===== config.mk =====
export PLATFORM = sky130hd
export DESIGN_NAME = bsg_cover_rx
export DESIGN_NICKNAME = d
export VERILOG_FILES = /design/src/rtl/bsg_cover_pkg.sv /design/src/rtl/bsg_counter_clear_up.sv /design/src/rtl/bsg_cover_rx_sipo.sv /design/src/rtl/bsg_cover_rx.sv
export SDC_FILE = /design/constraint.sdc
export NUM_CORES = 1
export LEC_CHECK = 0
export BUFFER_PORTS_ARGS = -buffer_cell sky130_fd_sc_hd__buf_2
export CORE_MARGIN = 5
export CORE_UTILIZATION = 52
export CTS_CLUSTER_SIZE = 8
export DETAILED_ROUTE_END_ITERATION = 8
export PLACE_DENSITY = 0.81
export SLEW_MARGIN = 20
export SYNTH_ARGS = -nofsm -noshare
export SYNTH_HDL_FRONTEND = slang
export SYNTH_SLANG_ARGS = --single-unit

===== constraint.sdc =====
create_clock -name clk_i -period 4.5 [get_ports clk_i]
set_input_delay 0.45 -clock clk_i [delete_from_list [all_inputs] [get_ports clk_i]]
set_output_delay 0.45 -clock clk_i [all_outputs]
set_load 0.02 [all_outputs]

===== src/rtl/bsg_cover_pkg.sv =====
// Shared definitions for the coverage drain transmitter/receiver pair.
// Holds the els/len field width, the receiver state encoding and a ceiling-divide helper.
package bsg_cover_pkg;

    localparam int cover_len_width_gp = 8;

    typedef enum logic [0:0] {
        e_cover_rx_recv = 1'b0,
        e_cover_rx_emit = 1'b1
    } cover_rx_state_e;

    function automatic int cover_cdiv(input int a, input int b);
        return (a + b - 1) / b;
    endfunction

endpackage


===== src/rtl/bsg_counter_clear_up.sv =====
// Up counter with synchronous clear; clear and up together load 1.
// The reset value is a parameter so a counter can start from a known preload.
module bsg_counter_clear_up #(
    parameter int                 width_p    = 8,
    parameter logic [width_p-1:0] init_val_p = '0
) (
    input  logic               clk_i,
    input  logic               reset_i,
    input  logic               clear_i,
    input  logic               up_i,
    output logic [width_p-1:0] count_o
);

    always_ff @(posedge clk_i) begin
        if (reset_i)
            count_o <= init_val_p;
        else if (clear_i)
            count_o <= width_p'(up_i);
        else if (up_i)
            count_o <= count_o + width_p'(1);
    end

endmodule


===== src/rtl/bsg_cover_rx_sipo.sv =====
// Serial-in parallel-out word assembler for the coverage receiver.
// The first word of an entry clears the register, so earlier words end up most significant.
module bsg_cover_rx_sipo
    import bsg_cover_pkg::*;
#(
    parameter int in_width_p = 32,
    parameter int max_len_p  = 2
) (
    input  logic                              clk,
    input  logic                              reset,
    input  logic                              shift,
    input  logic [in_width_p-1:0]             word,
    input  logic [cover_len_width_gp-1:0]     len,
    output logic [max_len_p*in_width_p-1:0]   sr,
    output logic                              first,
    output logic                              entry_done
);

    localparam int sr_width_lp = max_len_p * in_width_p;

    logic [cover_len_width_gp-1:0] cnt;

    assign first      = (cnt == '0);
    assign entry_done = shift & (cnt == len - cover_len_width_gp'(1));

    bsg_counter_clear_up #(
        .width_p   (cover_len_width_gp)
    ) word_ctr (
        .clk_i     (clk),
        .reset_i   (reset),
        .clear_i   (entry_done),
        .up_i      (shift & ~entry_done),
        .count_o   (cnt)
    );

    generate
        if (max_len_p == 1) begin : g_single
            always_ff @(posedge clk) begin
                if (reset)
                    sr <= '0;
                else if (shift)
                    sr <= word;
            end
        end else begin : g_multi
            always_ff @(posedge clk) begin
                if (reset)
                    sr <= '0;
                else if (shift)
                    sr <= first ? {{(sr_width_lp-in_width_p){1'b0}}, word}
                                : {sr[sr_width_lp-in_width_p-1:0], word};
            end
        end
    endgenerate

endmodule


===== src/rtl/bsg_cover_rx.sv =====
// Coverage drain receiver: reassembles len-word serial transfers into entries,
// checks burst framing, and counts completed bursts.
module bsg_cover_rx
    import bsg_cover_pkg::*;
#(
    parameter int          width_p          = 64,
    parameter int          in_width_p       = 32,
    parameter int          max_len_p        = cover_cdiv(width_p, in_width_p),
    parameter logic [31:0] burst_cnt_init_p = '0
) (
    input  logic                  clk_i,
    input  logic                  reset_i,
    input  logic [7:0]            els_i,
    input  logic [7:0]            len_i,
    input  logic                  v_i,
    output logic                  ready_o,
    input  logic                  last_i,
    input  logic [in_width_p-1:0] data_i,
    output logic                  v_o,
    input  logic                  ready_i,
    output logic [width_p-1:0]    data_o,
    output logic                  burst_done_o,
    output logic [31:0]           burst_cnt_o,
    output logic                  err_o
);

    localparam int                            sr_width_lp = max_len_p * in_width_p;
    localparam logic [cover_len_width_gp-1:0] max_len_lp  = cover_len_width_gp'(max_len_p);

    cover_rx_state_e               state_r;
    logic                          last_seen_r;
    logic [cover_len_width_gp-1:0] len_r, els_r, ent_cnt, ent_next, len_eff;
    logic [sr_width_lp-1:0]        sr;
    logic accept, xfer, word_first, burst_first, entry_done;
    logic len_bad, els_bad, ent_hit, burst_end;

    assign ready_o     = (state_r == e_cover_rx_recv) & ~reset_i;
    assign accept      = v_i & ready_o;
    assign burst_first = word_first & (ent_cnt == '0);

    // The first word of a burst must use the live len_i, since len_r is not latched yet.
    assign len_bad = (len_i == '0) | (len_i > max_len_lp);
    assign els_bad = (els_i == '0);
    assign len_eff = burst_first ? (len_bad ? max_len_lp : len_i) : len_r;

    bsg_cover_rx_sipo #(
        .in_width_p (in_width_p),
        .max_len_p  (max_len_p)
    ) sipo (
        .clk        (clk_i),
        .reset      (reset_i),
        .shift      (accept),
        .word       (data_i),
        .len        (len_eff),
        .sr         (sr),
        .first      (word_first),
        .entry_done (entry_done)
    );

    assign v_o          = (state_r == e_cover_rx_emit);
    assign data_o       = sr[width_p-1:0];
    assign xfer         = v_o & ready_i;
    assign ent_next     = ent_cnt + cover_len_width_gp'(1);
    assign ent_hit      = (ent_next == els_r);
    assign burst_done_o = xfer & last_seen_r;
    assign burst_end    = xfer & (last_seen_r | ent_hit);

    bsg_counter_clear_up #(
        .width_p   (cover_len_width_gp)
    ) ent_ctr (
        .clk_i     (clk_i),
        .reset_i   (reset_i),
        .clear_i   (burst_end),
        .up_i      (xfer & ~burst_end),
        .count_o   (ent_cnt)
    );

    bsg_counter_clear_up #(
        .width_p    (32),
        .init_val_p (burst_cnt_init_p)
    ) burst_ctr (
        .clk_i      (clk_i),
        .reset_i    (reset_i),
        .clear_i    (1'b0),
        .up_i       (burst_done_o),
        .count_o    (burst_cnt_o)
    );

    always_ff @(posedge clk_i) begin
        if (reset_i) begin
            state_r     <= e_cover_rx_recv;
            last_seen_r <= 1'b0;
            len_r       <= '0;
            els_r       <= '0;
        end else begin
            if (accept & burst_first) begin
                len_r <= len_eff;
                els_r <= els_bad ? cover_len_width_gp'(1) : els_i;
            end
            case (state_r)
                e_cover_rx_recv: if (entry_done) begin
                    state_r     <= e_cover_rx_emit;
                    last_seen_r <= last_i;
                end
                default: if (ready_i) state_r <= e_cover_rx_recv;
            endcase
        end
    end

    // Sticky: bad config, early last, or burst length disagreeing with els.
    always_ff @(posedge clk_i) begin
        if (reset_i)
            err_o <= 1'b0;
        else if ((accept & burst_first & (len_bad | els_bad))
               | (accept & last_i & ~entry_done)
               | (xfer & (last_seen_r ^ ent_hit)))
            err_o <= 1'b1;
    end

endmodule

==> run_results.csv, run 1 <==
group,metric,value,unit
power,ir_drop,314,uV
die,dieArea,12800,um2
global_routing,grt.total_usage,22.5,%
worst_setup_path,reg2reg_setup_slack,320,ps
clock_network,clkSinkCount,131,
placement,hpwlAfterDp,9900,um
outcome,status,"completed",
detailed_routing,vias,5076,
synth,synth.most_common_cell,"dfxtp_1",
die,die_x,113,um
worst_setup_path,worstPathRequired,4930,ps
worst_setup_path,slowest_delay,500,ps
clock_network,cts_hold_buffers,0,
die,start_util,53.5,%
power,power_density,410,nW/um2
clock_network,post_cts_buffers,0,
synth,synth_cell_types,47,
worst_setup_path,cpLargestDelayFamily,"simple AND/OR/NAND/NOR gates",
hold_path,hp-class,"input port to flip-flop",
clock_network,cts_root_buf,"clkbuf_8",
worst_setup_path,critPathMaxFanout,9,
clock_network,cts_made_buffers,17,
global_routing,grt_overflow,0,
placement,globalplace.congestion,0.932,
detailed_routing,drtPass1Iterations,6,
worst_setup_path,start_kind,"flip-flop",
die,boundaryPins,153,
synth,ys_warn_count,0,
synth,async_flop_share,0,%
synth,synth.avg_cell_area,8.69,um2
worst_setup_path,crit_chain,"inv_1, ha_1, or4b_4, nor4_4, mux2_2, inv_1, ha_1, or4_1, nor4_1, a211oi_1, xnor2_1, nand4_2, or3b_1, a21oi_1",
clock_network,htreeDepth,4,
worst_setup_path,critPathKind,"flip-flop to flip-flop",
synth,synth_fp_nets,696,
worst_setup_path,arrival,4610,ps
clock_network,clock_latency,520,ps
global_routing,grt_max_degree,97,
clock_network,cts.repair.resized,0,
detailed_routing,drt_iter0_markers,350,
clock_network,cts_tree,"built",
sta,rsz0062_at_grt,"no",
global_routing,grt_pass1_vias,5075,
clock_network,clkTransAtPathRegs,60,ps
synth,synth.ff_latch_count,131,
synth,synth_area_leaders,"dfxtp_1 (47%), nand2_1 (7.7%), a22o_1 (5.1%)",
detailed_routing,drtAntennaViolNets,0,
synth,netlist.area_leader.share,47.5,%
detailed_routing,wl_per_cell,15.3,um
clock_network,cts_buffer_depth,2,
synth,synth_area,5530,um2
synth,yosysTopAreaCell,"dfxtp_1",
global_routing,grt_first_pass_wirelength,23800,um
worst_setup_path,end_kind,"flip-flop",
placement,port_buffers,152,
die,core,10300,um2
sta,finalSetupViolCount,0,
detailed_routing,totalWireLength,14300,um
detailed_routing,drc,0,
placement,dp_cells,898,
synth,synthCells,636,
synth,ys_top_cells_by_count,"dfxtp_1 (131), nand2_1 (113), nor2_1 (68)",
detailed_routing,vias_per_cell,5.46,
sta,tightestPinTransition,919,ps
global_routing,antenna_found_initial,0,
synth,synth-seq-area-share,47.5,%
power,power.leakage,0.00319,uW
flow_run,maxCapViolations,0,
sta,finalHoldViolCount,0,
sta,maxSlewHeadroom,38.7,%
sta,fin_crit,4180,ps
sta,fmax,0.239,GHz
synth,ys.flop_type,"dfxtp_1",
sta,period_share,93.0,%
worst_setup_path,crit_path_top_delay_cell,"or4b_4",
final_layout,stdcell_count,930,
die,rows,37,
final_layout,final_nets,841,
final_layout,areaGrowthSynthToFinish,26.2,%
sta,clock_skew,15.3,ps
final_layout,drive_gt1_share,25.1,%
final_layout,antennaDiodeCount,0,
die,fp.dieH,113,um
synth,synth_edf_count,0,
worst_setup_path,cp.buffers_inverters,2,
sta,slew_viol_final,0,
sta,final.setup.tns,0,ps
flip-flops by register name, indices dropped and copies added, names as in the netlist:
| signal | flops |
|---|---|
| len_r | 8 |
| last_seen_r | 1 |
| ent_ctr.count_o | 8 |
| sipo.word_ctr.count_o | 8 |
| sipo.sr | 64 |
| burst_ctr.count_o | 32 |
| err_o | 1 |
| els_r | 8 |
| v_o | 1 |
logic make-up after synthesis:
| family | share of synthesized area (%) |
|---|---|
| xor gates and xnor gates | 7.92 |
| AOI/OAI and AO/OA | 10.8 |
| buffers and inverters | 3.19 |
| DFF | 47.5 |
| muxes | 0.928 |
| and+or+nand+nor | 28.1 |
| adders and majority gates | 1.58 |
metrics by stage:
| step | util, % | hold WS (ps) | area, um2 | power (uW) | setup slack (ps) |
|---|---|---|---|---|---|
| floorplan | - | 448 | 5530 | 1420 | 873 |
| global placement | 61.8 | 450 | 6380 | 1500 | 597 |
| detailed placement | 61.8 | 455 | 6380 | 1510 | 379 |
| CTS | 67.6 | 89.4 | 6980 | 2890 | 368 |
| global route | 67.6 | 104 | 6980 | 2970 | 130 |
| finish | 67.6 | 116 | 6980 | 2860 | 317 |
worst paths after layout:
kind                       startpoint          end  cells after the start
max reg2reg  sipo.word_ctr.count_o[0]          v_o                     14
max          sipo.word_ctr.count_o[0]          v_o                     14
min reg2reg               sipo.sr[40]  sipo.sr[40]                      1
min                        data_i[26]  sipo.sr[26]                      3
placed cells by master (no fill, tap or decap), types with 2 or more instances in the layout:
cell / netlist / routed
and4_1: 3 / 3
buf_2: 0 / 152
mux2i_1: 4 / 4
nand4_1: 6 / 6
dfxtp_1: 131 / 131
nand3b_1: 34 / 34
nand2_1: 113 / 113
o41ai_1: 2 / 2
nor2_1: 68 / 66
and3_1: 9 / 9
a31oi_1: 3 / 3
nor4_1: 5 / 5
inv_1: 14 / 14
a211oi_1: 3 / 3
o21ai_0: 18 / 18
or2_2: 2 / 2
xnor2_1: 28 / 28
clkbuf_16: 0 / 16
nand3_1: 18 / 18
clkinv_4: 0 / 3
bufinv_16: 0 / 3
or3_1: 4 / 4
or4_1: 4 / 4
xor2_1: 22 / 22
buf_4: 0 / 5
a21oi_1: 20 / 20
nor3_1: 19 / 19
nand2b_1: 9 / 9
clkinv_2: 0 / 4
clkbuf_8: 0 / 3
and2_1: 9 / 9
nor2_2: 0 / 2
clkinvlp_4: 0 / 3
a22o_1: 32 / 32
ha_1: 7 / 7
worst min-delay path: cells and delay by family:
kind | cells | cell delay (ps)
buf+inv | 1 | 70
simple gates | 2 | 80
power breakdown:
group          leakage (uW)  total, uW  switching [uW]  internal, uW
Sequential          0.00106       1230            30.0          1200
Clock              0.000290       1370             503           871
Combinational       0.00183        261             161           100
cell type report:
| class | count | area [um2] |
|---|---|---|
| fill | 831 | 3350 |
| sequential | 131 | 2620 |
| clock buffer | 19 | 442 |
| inverter | 14 | 52.6 |
| multi-input combinational | 460 | 2730 |
| clock inverter | 13 | 159 |
| tap | 136 | 170 |
| timing repair buffer | 157 | 798 |
layer usage:
layer / global-route usage [%] / vias to the layer above / share of wire [%]
li1: - / 2482 / -
met1: 26.0 / 2372 / 41
met2: 38.0 / 200 / 49
met3: 8.88 / 22 / 8.9
met4: 7.93 / 0 / 1.5
met5: 0 / - / 0
No activity file was read; power rests on OpenSTA's default activity.
==> run 2: changes to the inputs <==
- BUFFER_PORTS_ARGS: -buffer_cell sky130_fd_sc_hd__buf_2 -> -buffer_cell sky130_fd_sc_hd__clkbuf_2
- PLACE_DENSITY: 0.81 -> 0.9
==> run_results.csv, run 2 (synthesis gave the netlist of run 1 again) <==
group,metric,value,unit
outcome,status,"completed",
global_routing,grt.total_usage,22.0,%
placement,hpwlAfterDp,9460,um
detailed_routing,vias,4999,
detailed_routing,drc,0,
worst_setup_path,crit_path_top_delay_cell,"or4b_4",
clock_network,htreeDepth,4,
worst_setup_path,critPathMaxFanout,9,
detailed_routing,totalWireLength,14100,um
sta,finalHoldViolCount,0,
sta,tightestPinTransition,900,ps
die,dieArea,12800,um2
final_layout,largest_register_ffs,64,
hold_path,min_to,"sipo.sr[24]",
placement,globalplace.congestion,0.877,
clock_network,cts_made_buffers,17,
final_layout,areaGrowthSynthToFinish,27.0,%
sta,layout_setup_ws,406,ps
worst_setup_path,reg2reg_to,"v_o",
sta,rsz0062_at_grt,"no",
clock_network,clkSinkCount,131,
clock_network,cts_hold_buffers,0,
worst_setup_path,slowest_delay,500,ps
detailed_routing,vias_per_cell,5.38,
global_routing,grt_max_degree,97,
worst_setup_path,start_kind,"flip-flop",
final_layout,final_nets,841,
global_routing,antenna_found_initial,0,
die,rows,37,
worst_setup_path,ff2ff_path_depth,14,
power,ir_drop,318,uV
worst_setup_path,critPathKind,"flip-flop to flip-flop",
die,core,10300,um2
final_layout,multi_input_area,2730,um2
global_routing,grt_first_pass_wirelength,23100,um
detailed_routing,drtAntennaViolNets,0,
detailed_routing,drtPass1Iterations,5,
die,boundaryPins,153,
sta,maxSlewHeadroom,40.0,%
worst_setup_path,crit_chain,"inv_1, ha_1, or4b_4, nor4_4, mux2_2, inv_1, ha_1, or4_1, nor4_1, a211oi_1, xnor2_1, nand4_2, or3b_1, a21oi_1",
worst_setup_path,arrival,4530,ps
final_layout,seq_area,2620,um2
worst_setup_path,worstPathRequired,4930,ps
clock_network,cts.repair.resized,0,
hold_path,hp-start,"data_i[24]",
worst_setup_path,worstReg2RegStart,"sipo.word_ctr.count_o[0]",
clock_network,clock_latency,520,ps
final_layout,final_cell_mix,"clkbuf_2 (152), dfxtp_1 (131), nand2_1 (113)",
sta,finalSetupViolCount,0,
hold_path,hold_depth,3,
die,start_util,53.5,%
placement,port_buffers,152,
flow_run,maxCapViolations,0,
sta,fin_crit,4090,ps
worst_setup_path,end_kind,"flip-flop",
final_layout,reg_top3,"sipo.sr: 64 flops, burst_ctr.count_o: 32 flops",
final_layout,drive_gt1_share,24.9,%
final_layout,largest_register,"sipo.sr",
clock_network,cts_root_buf,"clkbuf_8",
final_layout,final_common_cell,"clkbuf_2",
clock_network,clkTransAtPathRegs,60,ps
power,power.leakage,0.00314,uW
detailed_routing,drt_iter0_markers,322,
sta,final.setup.tns,0,ps
hold_path,hp-class,"input port to flip-flop",
die,fp.dieH,113,um
worst_setup_path,reg2reg_setup_slack,410,ps
sta,slew_viol_final,0,
final_layout,fillCellCount,814,
final_layout,antennaDiodeCount,0,
sta,period_share,91.0,%
die,die_x,113,um
clock_network,post_cts_buffers,0,
global_routing,top_usage_layer,"met2",
sta,fmax,0.244,GHz
global_routing,use_met3,6.95,%
global_routing,grt_pass1_vias,4966,
global_routing,use_met2,36.8,%
global_routing,grt_overflow,0,
global_routing,grtUsageMet1,26.0,%
clock_network,cts_tree,"built",
clock_network,cts_buffer_depth,2,
sta,clock_skew,10.3,ps
power,power_density,425,nW/um2
placement,place_ws,433,ps
detailed_routing,wl_per_cell,15.1,um
-- run 2: cell types whose count changed in the layout (fill, tap and decap cells not counted) --
cell,delta
bufinv_16,+2
clkinvlp_4,-1
buf_2,-152
inv_6,+5
clkbuf_2,+152
clkinv_2,-3
clkbuf_8,-2
clkinv_4,-2
clkbuf_1,+1
-- run 2: critical path: cells and delay by family, from the launching register on --
kind,cells,cell delay (ps)
buf+inv,2,160
mux,1,260
xor+xnor,1,200
compound gates,2,260
fa+ha+maj,2,410
simple gates,6,2370
flops,1,370
-- run 2: worst max-delay path by stage --
stage,from,end,slack (ps),depth (start not counted)
6_report,sipo.word_ctr.count_o[0],v_o,410,14
5_1_grt,sipo.word_ctr.count_o[0],v_o,60,14
4_1_cts,sipo.word_ctr.count_o[0],v_o,400,14
3_5_place_dp,sipo.word_ctr.count_o[0],v_o,430,14
3_3_place_gp,sipo.word_ctr.count_o[0],v_o,580,14
2_1_floorplan,sipo.word_ctr.count_o[0],v_o,870,14
-- run 2: where the power goes --
group	total [uW]	switching (uW)	internal [uW]
sequential	1230	31.7	1200
combinational	258	158	99.9
clock	1490	526	964
-- run 2: metal layers --
layer  routed length, um  vias to the layer above
li1                    -                     2463
met1                5940                     2354
met2                6740                      158
met3                1020                       24
met4                 353                        0
met5                   0                        -
-- run 2: final cells by class --
class / count / area share, %
Clock buffer: 18 / 5.96
Clock inverter: 14 / 3.17
Inverter: 14 / 0.749
Multi-Input combinational cell: 460 / 38.9
Sequential cell: 131 / 37.4
Tap cell: 136 / 2.43
Timing Repair Buffer: 157 / 11.4
-- run 2: per-stage QoR --
stage	total power (uW)	util (%)	area (um2)	hold slack, ps	std cells
2_1_floorplan	1420	-	5530	448	636
3_3_place_gp	1510	61.8	6380	457	898
3_5_place_dp	1510	61.8	6380	459	898
4_1_cts	3000	68.0	7020	90.1	930
5_1_grt	3080	68.0	7020	99.4	930
6_report	2980	68.0	7020	111	930
==> run 3: changes to the inputs <==
- MAX_ROUTING_LAYER: default -> met4
- SETUP_SLACK_MARGIN: default -> 0.5
==> run_results.csv, run 3 (synthesis gave the netlist of run 1 again) <==
group,metric,value,unit
outcome,status,"completed",
detailed_routing,vias_per_cell,5.38,
clock_network,clock_latency,520,ps
detailed_routing,totalWireLength,14200,um
power,ir_drop,322,uV
worst_setup_path,reg2reg_setup_slack,720,ps
hold_path,hp-class,"input port to flip-flop",
worst_setup_path,slowest_delay,500,ps
detailed_routing,vias,5041,
global_routing,grt_overflow,0,
clock_network,cts_root_buf,"clkbuf_8",
sta,slew_viol_final,0,
worst_setup_path,cpLargestDelayFamily,"simple AND/OR/NAND/NOR gates",
detailed_routing,wl_per_cell,15.1,um
detailed_routing,drc,0,
final_layout,reg_top3,"sipo.sr: 64 flops, burst_ctr.count_o: 32 flops",
power,finalPower,3000,uW
hold_path,hp-start,"data_i[24]",
die,core,10300,um2
worst_setup_path,crit_path_top_delay_cell,"or4b_4",
worst_setup_path,worstReg2RegStart,"sipo.word_ctr.count_o[0]",
clock_network,cts_tree,"built",
clock_network,cts_buffer_depth,2,
final_layout,largest_register_ffs,64,
die,rows,37,
final_layout,fin_area,7100,um2
worst_setup_path,arrival,4210,ps
sta,finalHoldViolCount,0,
final_layout,final_cell_mix,"clkbuf_2 (152), dfxtp_1 (130), nand2_1 (113)",
worst_setup_path,crit_top_cell,"nor4_4",
hold_path,min_to,"sipo.sr[24]",
worst_setup_path,critPathMaxFanout,7,
die,dieArea,12800,um2
final_layout,antennaDiodeCount,0,
die,die_x,113,um
sta,tightestPinTransition,896,ps
sta,rsz0062_at_grt,"no",
detailed_routing,drt_iter0_markers,336,
clock_network,cts_hold_buffers,0,
die,fp.dieH,113,um
final_layout,areaGrowthSynthToFinish,28.5,%
worst_setup_path,cp.buffers_inverters,2,
power,power_density,422,nW/um2
sta,clock_skew,10.1,ps
sta,maxSlewHeadroom,40.3,%
clock_network,cts_made_buffers,17,
global_routing,antenna_found_initial,0,
placement,globalplace.congestion,0.891,
placement,place_area,6380,um2
sta,finalSetupViolCount,0,
global_routing,grt_first_pass_wirelength,23100,um
worst_setup_path,worstPathRequired,4930,ps
clock_network,clkTransAtPathRegs,60,ps
worst_setup_path,critPathKind,"flip-flop to flip-flop",
flow_run,maxCapViolations,0,
sta,period_share,83.9,%
worst_setup_path,start_kind,"flip-flop",
hold_path,hold_depth,3,
placement,port_buffers,152,
clock_network,htreeDepth,4,
sta,fin_crit,3780,ps
sta,fmax,0.265,GHz
final_layout,final_common_cell,"clkbuf_2",
final_layout,largest_register,"sipo.sr",
worst_setup_path,reg2reg_to,"v_o",
sta,final.setup.tns,0,ps
clock_network,clkSinkCount,131,
final_layout,fillCellCount,807,
placement,hpwlAfterDp,9460,um
die,boundaryPins,153,
global_routing,grt.total_usage,22.7,%
global_routing,grt_max_degree,97,
worst_setup_path,crit_chain,"inv_1, ha_1, or4b_4, nor4_4, buf_4, o21ai_0, ha_2, or4_4, nor4_4, a211oi_1, xnor2_1, nand4_2, or3b_1, a21oi_1",
worst_setup_path,end_kind,"flip-flop",
final_layout,drive_gt1_share,26.2,%
die,start_util,53.5,%
power,power.leakage,0.00318,uW
final_layout,final_nets,848,
worst_setup_path,ff2ff_path_depth,14,
global_routing,grt_pass1_vias,4963,
detailed_routing,drtPass1Iterations,5,
detailed_routing,drtAntennaViolNets,0,
==> run 3: final cells by class <==
type,instances,area [um2],area share (%)
flip-flops and latches,131,2620,37.0
inverters,14,52.6,0.740
well taps,136,170,2.40
repair buffers,164,851,12.0
clock inverters,14,223,3.14
multi-input cells,460,2760,38.9
clock buffers,18,418,5.89
==> run 3: stage by stage <==
step / hold slack [ps] / utilization (%) / instances / setup WS, ps
finish: 114 / 68.8 / 937 / 725
global placement: 457 / 61.8 / 898 / 584
floorplan: 448 / - / 636 / 873
CTS: 90.1 / 68.0 / 931 / 561
detailed placement: 459 / 61.8 / 898 / 433
global route: 99.4 / 68.8 / 937 / 489
==> run 3: repair_timing <==
| action | in CTS | in global routing |
|---|---|---|
| buffers inserted | 1 | 6 |
| endpoints found under the setup margin | 2 | 6 |
| pin swaps | 1 | 5 |
| resized for setup | 0 | 7 |
==> run 3: worst max path at each step <==
stage / from / end / depth (start not counted)
global route: sipo.word_ctr.count_o[0] / v_o / 14
global placement: sipo.word_ctr.count_o[0] / v_o / 14
finish: sipo.word_ctr.count_o[0] / v_o / 14
floorplan: sipo.word_ctr.count_o[0] / v_o / 14
detailed placement: sipo.word_ctr.count_o[0] / v_o / 14
CTS: ent_ctr.count_o[0] / v_o / 14
==> run 3: report_power, final <==
part           switching [uW]  internal (uW)
logic                     164            113
registers                31.5           1200
clock network             526            964
total                     722           2280
==> run 3: layer usage <==
metal | share of wire (%) | global-route usage [%]
met1 | 42 | 26.5
met2 | 48 | 36.7
met3 | 6.8 | 6.10
met4 | 2.5 | 9.78
met5 | 0 | -
==> run 3: worst reg2reg max path, stage by stage, from the launching register on <==
cell	delay, ps
dfxtp_2	350
inv_1	90
ha_1	150
or4b_4	500
nor4_4	350
buf_4	200
o21ai_0	80
ha_2	200
or4_4	430
nor4_4	300
a211oi_1	90
xnor2_1	200
nand4_2	210
or3b_1	420
a21oi_1	140
